--- config.mk ---
export PLATFORM = sky130hd
export DESIGN_NAME = pipeline_ctrl
export DESIGN_NICKNAME = d
export VERILOG_FILES = /design/src/rtl/pipeline_ctrl.sv
export SDC_FILE = /design/constraint.sdc
export NUM_CORES = 1
export LEC_CHECK = 0
export ABC_AREA = 1
export ABC_CLOCK_PERIOD_IN_PS = 1790
export BUFFER_PORTS_ARGS = -buffer_cell sky130_fd_sc_hd__buf_2
export CAP_MARGIN = 20
export CORE_MARGIN = 4
export CORE_UTILIZATION = 35
export CTS_CLUSTER_DIAMETER = 150
export DETAILED_ROUTE_END_ITERATION = 10
export MAX_ROUTING_LAYER = met4
export PLACE_DENSITY = 0.72
export SETUP_SLACK_MARGIN = 0.2
export SLEW_MARGIN = 15
export SYNTH_ARGS = -nofsm -noshare
export SYNTH_HDL_FRONTEND = slang
export SYNTH_SLANG_ARGS = --single-unit
--- constraint.sdc ---
create_clock -name clk -period 1.79 [get_ports clk]
set_clock_uncertainty 0.15 [all_clocks]
set_input_delay 0.179 -clock clk [delete_from_list [all_inputs] [get_ports clk]]
set_output_delay 0.179 -clock clk [all_outputs]
set_load 0.05 [all_outputs]
--- src/rtl/pipeline_ctrl.sv ---
// Pipeline hazard controller: prioritises cache, multi-cycle and hazard stalls
// against exceptions, drives per-stage stall/flush, and counts stalled cycles.
module pipeline_ctrl #(
  parameter int CNT_W = 16
) (
  input  logic             clk,
  input  logic             rst_n,
  input  logic             icache_stall_req,
  input  logic             dcache_stall_req,
  input  logic             muldiv_busy,
  input  logic             load_use_hazard,
  input  logic             exc_req,
  input  logic             eret_req,
  input  logic             cnt_clr,
  output logic             PC_Stall,
  output logic             IF_ID_Stall,
  output logic             IF_ID_Flush,
  output logic             ID_EX_Stall,
  output logic             ID_EX_Flush,
  output logic             EX_MEM_Stall,
  output logic             EX_MEM_Flush,
  output logic             MEM_WB_Stall,
  output logic             MEM_WB_Flush,
  output logic             exc_redirect,
  output logic [1:0]       state_o,
  output logic [CNT_W-1:0] stall_cnt
);

  typedef enum logic [1:0] {
    RUN       = 2'd0,
    MEM_WAIT  = 2'd1,
    MD_WAIT   = 2'd2,
    EXC_FLUSH = 2'd3
  } state_t;

  state_t           r_state;
  state_t           w_state_nxt;
  logic             r_exc_pending;
  logic             w_exc_pending_nxt;
  logic [CNT_W-1:0] r_stall_cnt;
  logic             w_exc_eff;

  // An exception arriving under a data-cache miss is held until the miss resolves.
  assign w_exc_eff = (exc_req | eret_req | r_exc_pending) & ~dcache_stall_req;

  // NOTE: every signal written here gets a default first, so no path leaves a latch.
  always_comb begin
    w_state_nxt       = RUN;
    w_exc_pending_nxt = r_exc_pending;
    PC_Stall          = 1'b0;
    IF_ID_Stall       = 1'b0;
    IF_ID_Flush       = 1'b0;
    ID_EX_Stall       = 1'b0;
    ID_EX_Flush       = 1'b0;
    EX_MEM_Stall      = 1'b0;
    EX_MEM_Flush      = 1'b0;
    MEM_WB_Stall      = 1'b0;
    MEM_WB_Flush      = 1'b0;

    if (w_exc_eff) begin
      w_exc_pending_nxt = 1'b0;
    end else if ((exc_req | eret_req) & dcache_stall_req) begin
      w_exc_pending_nxt = 1'b1;
    end

    // Reset masks every control output even though the inputs may be active.
    if (rst_n) begin
      if (w_exc_eff) begin
        IF_ID_Flush  = 1'b1;
        ID_EX_Flush  = 1'b1;
        EX_MEM_Flush = 1'b1;
        MEM_WB_Flush = 1'b1;
        w_state_nxt  = EXC_FLUSH;
      end else if (dcache_stall_req) begin
        PC_Stall     = 1'b1;
        IF_ID_Stall  = 1'b1;
        ID_EX_Stall  = 1'b1;
        EX_MEM_Stall = 1'b1;
        MEM_WB_Flush = 1'b1;
        w_state_nxt  = MEM_WAIT;
      end else if (muldiv_busy) begin
        PC_Stall     = 1'b1;
        IF_ID_Stall  = 1'b1;
        ID_EX_Stall  = 1'b1;
        EX_MEM_Flush = 1'b1;
        w_state_nxt  = MD_WAIT;
      end else if (load_use_hazard) begin
        PC_Stall     = 1'b1;
        IF_ID_Stall  = 1'b1;
        ID_EX_Flush  = 1'b1;
      end else if (icache_stall_req) begin
        PC_Stall     = 1'b1;
        IF_ID_Flush  = 1'b1;
      end
    end
  end

  // NOTE: state registers use non-blocking assignment so all flops sample together.
  always_ff @(posedge clk or negedge rst_n) begin
    if (!rst_n) begin
      r_state       <= RUN;
      r_exc_pending <= 1'b0;
      r_stall_cnt   <= '0;
    end else begin
      r_state       <= w_state_nxt;
      r_exc_pending <= w_exc_pending_nxt;
      if (cnt_clr) begin
        r_stall_cnt <= '0;
      end else if (PC_Stall && (r_stall_cnt != {CNT_W{1'b1}})) begin
        r_stall_cnt <= r_stall_cnt + CNT_W'(1);
      end
    end
  end

  assign exc_redirect = (r_state == EXC_FLUSH);
  assign state_o      = r_state;
  assign stall_cnt    = r_stall_cnt;

endmodule

== Word level (Yosys, flattened, before mapping) ==
Index checks and enable logic that the tools add are counted.

* Bitwise operators: 5
* Eq/ne operators: 2
* Mux-type cells: 40
* $add $sub $neg: 1
* Reductions and logical operators: 3

{| class="wikitable"
|+ Operators by type and width
! cell !! count
|-
| $mux 1 || 34
|-
| $mux 16 || 2
|-
| $add 16x1->16 const B || 1
|-
| $ne 16x16->1 const B || 1
|-
| $mux 2 || 4
|-
| $reduce_bool 2->1 || 2
|-
| $and 1x1->1 || 2
|-
| $eq 2x2->1 const B || 1
|-
| $or 1x1->1 || 2
|-
| $logic_and 1x1->1 || 1
|-
| $not 1->1 || 1
|}

* Flip-flop bits (word level): 19
* Output and inout port bits: 28

== Depth between registers and ports, before layout ==
Gate-level depths: netlist of the first run.

* Depth in word-level cells: 9
* Depth in mapped cells: 10
* Gate-level depth less buffers: 9

== Worst setup path before layout of the first run ==
OpenSTA, ideal clock, no wires.

* Path kind: register to output
* Start point: register r_exc_pending
* End point: output ID_EX_Stall
* Slack: -0.261 ns
* Arrival time: 1.722 ns
* Stages on the path, launching flop included: 6
* Data required time: 1.461 ns
* Path buffers: 0
* Cell sequence: dfrtp_1 -> nor2_1 -> nand2_1 -> nand2_1 -> inv_1 -> nor3_1

* Word-level cells in the longest chain between the ends: 4

{| class="wikitable"
|+ Ends and longest elaborated chain
! what !! line !! RTL
|-
| start: declaration || 38 || <nowiki>logic r_exc_pending;</nowiki>
|-
| start signal: assignment || 106 || <nowiki>r_exc_pending <= w_exc_pending_nxt;</nowiki>
|-
| $or 1x1->1 || 44 || <nowiki>assign w_exc_eff = (exc_req | eret_req | r_exc_pending) & ~dcache_stall_req;</nowiki>
|-
| $and 1x1->1 || 44 ||
|-
| $mux 1 || 68 || <nowiki>if (w_exc_eff) begin</nowiki>
|-
| $mux 1 || 67 || <nowiki>if (rst_n) begin</nowiki>
|-
| end: declaration || 18 || <nowiki>output logic ID_EX_Stall,</nowiki>
|}

No other way between the ends.

== Final worst setup path of the first run ==
* Start point: register r_exc_pending
* End point: register r_stall_cnt[12] (netlist: stall_cnt[12])

* Word-level cells in the longest chain between the ends: 6

{| class="wikitable"
|+ Ends and longest elaborated chain
! what !! line !! RTL
|-
| $or 1x1->1 || 44 ||
|-
| $and 1x1->1 || 44 ||
|-
| $mux 1 || 68 ||
|-
| $mux 1 || 67 ||
|-
| $logic_and 1x1->1 || 109 || <nowiki>end else if (PC_Stall && (r_stall_cnt != {CNT_W{1'b1}})) begin</nowiki>
|-
| $reduce_bool 2->1 (no line) || -- ||
|-
| end signal: assignment || 110 || <nowiki>r_stall_cnt <= r_stall_cnt + CNT_W'(1);</nowiki>
|-
| end: declaration || 40 || <nowiki>logic [CNT_W-1:0] r_stall_cnt;</nowiki>
|}

No other way between the ends.
A chain may end at the register's enable or synchronous reset.

==> run_results.csv, run 1 <==
group,metric,value,unit
grt,antenna_found_initial,0,
finish,stdcell_count,271,
setup_path,cp_common_cell,"nand2_1",
placed_design,place_area,1520,µm²
logic_synthesis,synth_xor_area_share,2.12,%
sta,relSlewSlack,66.6,%
route,drt-total-wl,3290,µm
setup_path,crit_slowest_cell,"dfrtp_1",
setup_path,cp.required,1.84,ns
die,io_pins,37,
clock_network,h-tree-depth,1,
route,routedWlPerCell,12.1,µm
finish,post-route-util,52.4,%
die,dieArea,4560,µm²
setup_path,start_kind,"flop",
sta,tns,0,ns
setup_path,cp-end-kind,"flop",
die,initial_core_util,36.6,%
sta,drv_slew,0,
setup_path,worst-r2r-cell-count,11,
power_and_ir_drop,power_density,519,nW/µm²
logic_synthesis,ys_ff_latch,19,
clock_network,root_buffer,"clkbuf_4",
logic_synthesis,syn_inst,176,
logic_synthesis,yosys_warnings,0,
sta,hold_slack,0.0352,ns
die,rows,21,
clock_network,clock_latency,0.30,ns
sta,setup_slack,0.0706,ns
placed_design,io_buffer_count,35,
clock_network,clk_pin_slew_worst_paths,0.11,ns
worst_hold_path,hold_start,"muldiv_busy",
setup_path,path_max_fanout,8,
grt,grt_pass1_wl,5660,µm
sta,rsz0062_at_grt,"true",
grt,grt_pass1_vias,1256,
logic_synthesis,synthMuxAreaShare,0,%
finish,stdcell_area,1780,µm²
setup_path,reg2reg_from,"r_exc_pending",
finish,final_nets,236,
route,drtIter0Drc,44,
setup_path,rr_endpoint,"stall_cnt[12]",
setup_path,crit_chain,"nor2_1 -> nand2_1 -> nand2_2 -> buf_6 -> nand3_4 -> buf_6 -> nor2_4 -> buf_12 -> nor2_8 -> nand2_1 -> nand2_1",
logic_synthesis,yosys.area_share.simple,44.8,%
setup_path,path_class,"reg -> reg",
grt,grt-ovfl-total,0,
power_and_ir_drop,cellLeakagePower,0.901,nW
die,core_area,3390,µm²
setup_path,arrival,1.77,ns
logic_synthesis,seq_area_frac_synth,38.3,%
sta,finalWorstPathRequiredPeriod,1.72,ns
die,dieWidth,67.5,µm
setup_path,path_delay_family,"simple AND/OR/NAND/NOR gates",
grt,track_usage,16.6,%
placed_design,pre_cts_ws,0.0193,ns
setup_path,r2r_setup_slack,0.07,ns
clock_network,cts_buffer_depth,2,
logic_synthesis,synth_area,1240,µm²
job,maxCapViolCount,0,
logic_synthesis,synth_top_family_by_area,"simple AND/OR/NAND/NOR gates",
logic_synthesis,ys_types,27,
setup_path,crit_path_max_incr_delay,0.39,ns
sta,setup_viol,0,
logic_synthesis,syn_avg_cell_area,7.05,µm²
worst_hold_path,whs_endpoint,"state_o[1]",
placed_design,dp_hpwl,2180,µm
status,status,"completed",
power_and_ir_drop,p_total,0.922,mW
route,vias_per_cell,4.86,
finish,diodes,0,
sta,fmax,582,MHz
clock_network,cts.sinks,19,
finish,drive_gt1_share,39.6,%
grt,grt_max_degree,20,
route,ant_nets,0,
clock_network,cts_tree,"done",
clock_network,cts_made_buffers,3,
die,dieHeight,67.5,µm
sta,tightestPinTransition,0.500,ns
sta,period_share,96.1,%
logic_synthesis,synth_fp_nets,186,
logic_synthesis,synthAdderAreaFrac,1.01,%
placed_design,gp_congestion,0.838,
placed_design,dp_cells,255,
route,firstDrtPassIters,4,
sta,hold_violations,0,
power_and_ir_drop,max-vdd-ir-drop,0.305,mV
route,drc,0,
setup_path,path_buf_inv,3,
worst_hold_path,hold_depth,3,
logic_synthesis,synth_compound_gate_area_share,5.45,%
finish,areaGrowthSynthToFinish,43.3,%
worst_hold_path,hold_class,"in -> reg",
route,vias,1318,
## per-layer routing
layer / wire (µm) / vias up / global-route usage (%)
li1: - / 666 / -
met1: 1410 / 607 / 20.9
met2: 1660 / 41 / 27.6
met3: 177 / 4 / 2.00
met4: 34 / 0 / 5.32
met5: 0 / - / -
## timing repair
item                       in CTS  in global routing
hold buffers                    2                  0
cloned                          1                  0
buffers inserted                9                  0
hold endpoints to repair       20                  0
gates resized for setup        20                 15
pin swaps                       6                  9
setup endpoints to repair      23                 23
## worst max path at each step
stage	from	to	slack (ns)	depth (start not counted)
2_1_floorplan	stall_cnt[1]	stall_cnt[13]	0.0004	10
5_1_grt	r_exc_pending	stall_cnt[3]	-0.06	11
3_5_place_dp	r_exc_pending	stall_cnt[1]	0.02	8
3_3_place_gp	stall_cnt[1]	stall_cnt[15]	0.02	9
4_1_cts	r_exc_pending	ID_EX_Stall	0.05	6
6_report	r_exc_pending	stall_cnt[12]	0.07	11
## where the power goes
part | total [mW] | switching, mW | leakage [nW] | internal (mW)
Clock | 0.226 | 0.139 | 0.0150 | 0.0869
Combinational | 0.254 | 0.166 | 0.647 | 0.0879
Sequential | 0.442 | 0.00486 | 0.239 | 0.437
Total | 0.922 | 0.310 | 0.901 | 0.612
## cell usage after synthesis, drive strengths merged
master	n	area, µm²
inv	19	71.3
clkbuf	1	3.75
dfrtp	19	475
nand3b	1	7.51
o21bai	4	30.0
or2	1	6.26
a21oi	1	5.00
buf	3	23.8
nor3	3	15.0
o211ai	1	7.51
nand3	13	70.1
o21ai	5	25.0
conb	1	3.75
nand4	15	93.8
nor2	21	120
xor2	3	26.3
nand2	64	243
ha	1	12.5
## state kept, by name, summed over array words and instances (netlist names)
signal         flops
state_o            2
r_exc_pending      1
stall_cnt         16
## worst reg2reg max path, delay by kind of cell (launching register included)
kind          cells  cell delay [ns]
simple gates      8             0.70
flops             1             0.39
buf+inv           3             0.38
## layout by cell type (no fill, tap or decap), drive strengths merged
cell type and instances:
nand2 64, buf 46, nor2 22, inv 19
dfrtp 19, nand4 15, nand3 13, o21ai 5
o21bai 4, clkbuf 4, xor2 3, nor3 3
dlygate4sd3 2, nand3b 1, o211ai 1, a21oi 1
or2 1, ha 1, conb 1
## cell families (layout without fill, tap and decap cells)
group,Yosys count,count (layout)
buf+inv,23,71
fa+ha+maj,1,1
xor+xnor,3,3
compound gates,11,11
simple gates,118,119
flops,19,19
other cells,1,1
## area by class of cell
| class | count | area [µm²] |
|---|---|---|
| clock buffers | 4 | 26.3 |
| well taps | 46 | 57.6 |
| flip-flops and latches | 19 | 490 |
| multi-input cells | 135 | 778 |
| repair buffers | 48 | 353 |
| fillers | 322 | 1610 |
| inverters | 19 | 71.3 |
No activity file was read; power rests on OpenSTA's default activity.
==> run 2: changes to the inputs <==
- PLACE_DENSITY: 0.72 -> 0.59
- SETUP_SLACK_MARGIN: 0.2 -> 0.4
==> run 2 against run 1 <==
Critical path depth shrank 4. Combinational power rose by 7%. Global-route usage rose by 2.4 points. Maximum frequency rose by 0.93%. Flip-flop and latch count stayed put. Non-clock buffer count is 19 higher.
==> run_results.csv, run 2 (synthesis gave the netlist of run 1 again) <==
group,metric,value,unit
finish,final_common_cell,"nand2_1",
sta,fmax,587,MHz
route,routedWlPerCell,13.1,µm
finish,final_nets,255,
setup_path,path_class,"reg -> out",
status,status,"completed",
route,drt-total-wl,3790,µm
die,io_pins,37,
finish,layout_common_cells,"nand2_1 (60), buf_6 (22), buf_4 (20)",
power_and_ir_drop,combPwrFrac,28.9,%
power_and_ir_drop,power_density,463,nW/µm²
placed_design,dp_hpwl,2500,µm
grt,antenna_found_initial,0,
clock_network,clk_pin_slew_worst_paths,0.10,ns
grt,grt_pass1_vias,1443,
setup_path,arrival,1.37,ns
finish,drive_gt1_share,43.9,%
route,vias_per_cell,4.89,
clock_network,cts_tree,"done",
sta,finalWorstPathRequiredPeriod,1.70,ns
power_and_ir_drop,intPower,0.625,mW
sta,period_share,95.2,%
sta,setup_slack,0.0864,ns
route,wl_met3,237,µm
route,firstDrtPassIters,4,
clock_network,h-tree-depth,1,
route,drc,0,
worst_hold_path,whs_endpoint,"state_o[1]",
sta,drv_slew,0,
placed_design,gp_congestion,0.855,
power_and_ir_drop,p_sw_share,33.7,%
die,dieArea,4560,µm²
die,core_area,3390,µm²
setup_path,cp-end-kind,"output port",
clock_network,root_buffer,"clkbuf_4",
route,drtIter0Drc,86,
power_and_ir_drop,cellLeakagePower,1.01,nW
sta,setup_viol,0,
setup_path,start_kind,"flop",
route,top_layer_used,"met4",
worst_hold_path,hold_class,"in -> reg",
finish,diodes,0,
setup_path,r2r_setup_slack,0.12,ns
placed_design,pre_cts_ws,0.00511,ns
route,wl_met1,1550,µm
setup_path,rr_endpoint,"stall_cnt[13]",
sta,hold_violations,0,
die,dieHeight,67.5,µm
clock_network,cts_buffer_depth,2,
route,ant_nets,0,
clock_network,cts.sinks,19,
die,rows,21,
die,dieWidth,67.5,µm
setup_path,cp.required,1.46,ns
setup_path,path_max_fanout,3,
finish,areaGrowthSynthToFinish,64.2,%
placed_design,io_buffer_count,35,
setup_path,reg2reg_from,"stall_cnt[1]",
power_and_ir_drop,seq_power_share,47.0,%
worst_hold_path,hold_depth,3,
finish,largest_register_ffs,16,
power_and_ir_drop,clkPwrFrac,24.1,%
grt,track_usage,19.0,%
power_and_ir_drop,p_sw,0.317,mW
grt,grt_max_degree,13,
route,wl_met2,1930,µm
worst_hold_path,hold_start,"muldiv_busy",
clock_network,cts_made_buffers,3,
setup_path,worst-r2r-cell-count,10,
power_and_ir_drop,p_total,0.942,mW
clock_network,clock_latency,0.31,ns
power_and_ir_drop,max-vdd-ir-drop,0.302,mV
die,initial_core_util,36.6,%
route,vias,1418,
grt,grt-ovfl-total,0,
grt,grt_pass1_wl,6420,µm
job,maxCapViolCount,0,
sta,rsz0062_at_grt,"true",
## run 2: changes by cell type in the layout (fill, tap and decap cells not counted), sizes merged
cell | previous run | this run
clkbuf | 4 | 8
buf | 46 | 61
## run 2: what timing repair did
item                                    CTS  global route
buffers inserted                         19             3
endpoints found under the setup margin   26            37
endpoints found under the hold margin    20             0
gates resized for setup                  31            47
hold buffers                              2             0
pin swaps                                19            15
gates cloned                              1             0
## run 2: power by group through the flow
stage	logic, mW	registers, mW	clock network [mW]
after floorplan	0.114	0.473	0
after global placement	0.192	0.452	0
after detailed placement	0.193	0.452	0
after CTS	0.253	0.442	0.235
after global routing	0.289	0.444	0.256
final	0.273	0.442	0.227
## run 2: through the flow
stage	setup TNS [ns]	instances	instance area, µm²	hold WS [ns]	util (%)
after floorplan	0	176	1310	-0.267	-
after global placement	0	261	1570	0.0473	46.4
after detailed placement	0	261	1570	0.0624	46.4
after CTS	0	287	1880	0.0335	55.3
after global routing	-0.0377	290	2040	0.0585	60.1
final	0	290	2040	0.0466	60.1
## run 2: critical path, cell delays in order (launching register included)
cell and delay, ns:
dfrtp_1 0.38, nor2_1 0.08, nand2_1 0.08, nand2_2 0.08
buf_6 0.12, inv_4 0.04, nor3_4 0.11, buf_6 0.18
## run 2: routing by layer
layer / up-vias / global-route usage (%)
met5: - / -
met4: 0 / 8.10
met3: 9 / 2.16
met2: 52 / 31.8
met1: 651 / 22.9
li1: 706 / -
## run 2: worst max path at each step
| stage | start | to | slack, ns | cells after the start |
|---|---|---|---|---|
| final | r_exc_pending | ID_EX_Stall | 0.09 | 7 |
| after global routing | r_exc_pending | ID_EX_Stall | -0.02 | 7 |
| after CTS | r_exc_pending | ID_EX_Stall | 0.03 | 7 |
| after detailed placement | stall_cnt[1] | stall_cnt[11] | 0.005 | 9 |
| after global placement | stall_cnt[1] | stall_cnt[11] | 0.02 | 9 |
| after floorplan | stall_cnt[1] | stall_cnt[13] | 0.005 | 10 |
## run 2: cell type report
type                            instances  area [µm²]
Clock buffer                            4        26.3
Fill cell                             310        1350
Inverter                               19        73.8
Multi-Input combinational cell        135         779
Sequential cell                        19         490
Tap cell                               46        57.6
Timing Repair Buffer                   67         608
==> run 3: changes to the inputs <==
- GPL_TIMING_DRIVEN: not set -> 0
- HOLD_SLACK_MARGIN: not set -> 0.1
==> run 3 against run 2 <==
Power up 0.86%. Via count is 2.0% lower. Global-route usage fell by 1.1 points. Highest routed layer unchanged. Wire length decreased by 5.9%. Largest power group unchanged. First-iteration DRC count down 29%.
==> run_results.csv, run 3 (synthesis gave the netlist of run 1 again) <==
group,metric,value,unit
placed_design,io_buffer_count,35,
route,drc,0,
clock_network,root_buffer,"clkbuf_4",
finish,layout_common_cells,"nand2_1 (40), nand2_2 (20), buf_6 (19)",
route,drtIter0Drc,61,
sta,setup_viol,0,
grt,grt_max_degree,20,
die,rows,21,
setup_path,cp-end-kind,"output port",
setup_path,path_class,"reg -> out",
power_and_ir_drop,p_sw,0.322,mW
sta,fmax,582,MHz
clock_network,clk_pin_slew_worst_paths,0.13,ns
grt,track_usage,17.9,%
route,ant_nets,0,
grt,antenna_found_initial,0,
die,dieHeight,67.5,µm
sta,tightestPinTransition,0.867,ns
clock_network,h-tree-depth,1,
route,routedWlPerCell,12.5,µm
sta,setup_slack,0.0709,ns
power_and_ir_drop,combPwrFrac,29.1,%
power_and_ir_drop,max-vdd-ir-drop,0.232,mV
placed_design,dp_cells,257,
placed_design,place_area,1540,µm²
setup_path,r2r_setup_slack,0.14,ns
setup_path,arrival,1.39,ns
setup_path,rr_endpoint,"stall_cnt[3]",
setup_path,path_max_fanout,4,
grt,grt_pass1_wl,6020,µm
setup_path,worst-r2r-cell-count,10,
sta,drv_slew,0,
die,core_area,3390,µm²
sta,tns,0,ns
route,drt-total-wl,3560,µm
finish,drive_gt1_share,50.8,%
power_and_ir_drop,clkPwrFrac,24.4,%
setup_path,cp.required,1.46,ns
sta,relSlewSlack,42.2,%
grt,grt_pass1_vias,1331,
route,vias,1389,
finish,final_common_cell,"nand2_1",
finish,n_fill_cell,312,
power_and_ir_drop,p_sw_share,33.9,%
job,maxCapViolCount,0,
power_and_ir_drop,cellLeakagePower,1.02,nW
die,io_pins,37,
sta,finalWorstPathRequiredPeriod,1.72,ns
route,firstDrtPassIters,4,
clock_network,cts_buffer_depth,2,
power_and_ir_drop,seq_power_share,46.6,%
sta,period_share,96.0,%
placed_design,gp_congestion,0.810,
power_and_ir_drop,p_total,0.950,mW
worst_hold_path,hold_class,"in -> async",
clock_network,clock_latency,0.32,ns
finish,post-route-util,59.9,%
power_and_ir_drop,power_density,468,nW/µm²
die,dieArea,4560,µm²
clock_network,cts_tree,"done",
finish,diodes,0,
sta,hold_slack,0.0458,ns
finish,stdcell_count,286,
clock_network,holdBufCountCts,3,
route,vias_per_cell,4.86,
placed_design,dp_hpwl,2320,µm
die,initial_core_util,36.6,%
die,dieWidth,67.5,µm
clock_network,cts.sinks,19,
setup_path,start_kind,"flop",
power_and_ir_drop,intPower,0.628,mW
grt,grt-ovfl-total,0,
sta,hold_violations,0,
clock_network,cts_made_buffers,3,
finish,areaGrowthSynthToFinish,63.9,%
placed_design,pre_cts_ws,-0.0564,ns
status,status,"completed",
setup_path,reg2reg_from,"stall_cnt[1]",
finish,final_nets,251,
finish,stdcell_area,2030,µm²
finish,largest_register_ffs,16,
sta,rsz0062_at_grt,"true",
run 3: cell types whose count changed in the layout (fill, tap and decap cells not counted), moves of 3 or more:
| cell | delta |
|---|---|
| buf_2 | +3 |
| buf_4 | -5 |
| buf_6 | -3 |
| dfrtp_1 | -3 |
| dfrtp_2 | +3 |
| nand2_1 | -20 |
| nand2_2 | +17 |
| nand2_4 | +3 |
run 3: metal layers:
layer	vias up	part of all wire, %	GRT usage (%)
met2	37	49	29.3
met1	645	45	22.9
li1	702	-	-
met4	0	1.2	4.81
met5	-	0	-
met3	5	5.0	2.66
run 3: power by group through the flow:
stage          combinational (mW)  clock (mW)  sequential [mW]
3_3_place_gp                0.192           0            0.452
2_1_floorplan               0.114           0            0.473
6_report                    0.276       0.232            0.442
3_5_place_dp                0.192           0            0.452
4_1_cts                     0.252       0.240            0.442
5_1_grt                     0.296       0.249            0.443
run 3: area by class of cell:
class / count / area [µm²] / share of cell area [%]
Timing Repair Buffer: 60 / 527 / 25.9
Inverter: 19 / 73.8 / 3.63
Multi-Input combinational cell: 134 / 820 / 40.3
Clock buffer: 4 / 26.3 / 1.29
Tap cell: 46 / 57.6 / 2.83
Sequential cell: 19 / 494 / 24.3
Buffer: 4 / 33.8 / 1.66
run 3: worst max-delay path, stage by stage, from the launching register on:
cell and delay (ns):
dfrtp_1 0.35, nor2_1 0.05, nand2_2 0.10, nand2_4 0.08, buf_6 0.12, buf_6 0.10
a21oi_4 0.13, buf_6 0.17
run 3: how the worst max path moves through the flow:
stage                  startpoint             to  cells after the start
floorplan            stall_cnt[1]  stall_cnt[13]                     10
global placement            rst_n  stall_cnt[11]                      6
detailed placement          rst_n  stall_cnt[12]                      6
CTS                 r_exc_pending    ID_EX_Stall                      6
global route        r_exc_pending    ID_EX_Flush                      7
finish              r_exc_pending    ID_EX_Flush                      7
run 3: what timing repair did:
item / CTS / global route
buffers inserted: 13 / 7
setup endpoints to repair: 25 / 53
pin swaps: 9 / 12
gates resized for setup: 36 / 56
gates cloned: 2 / 0
hold endpoints to repair: 23 / 2
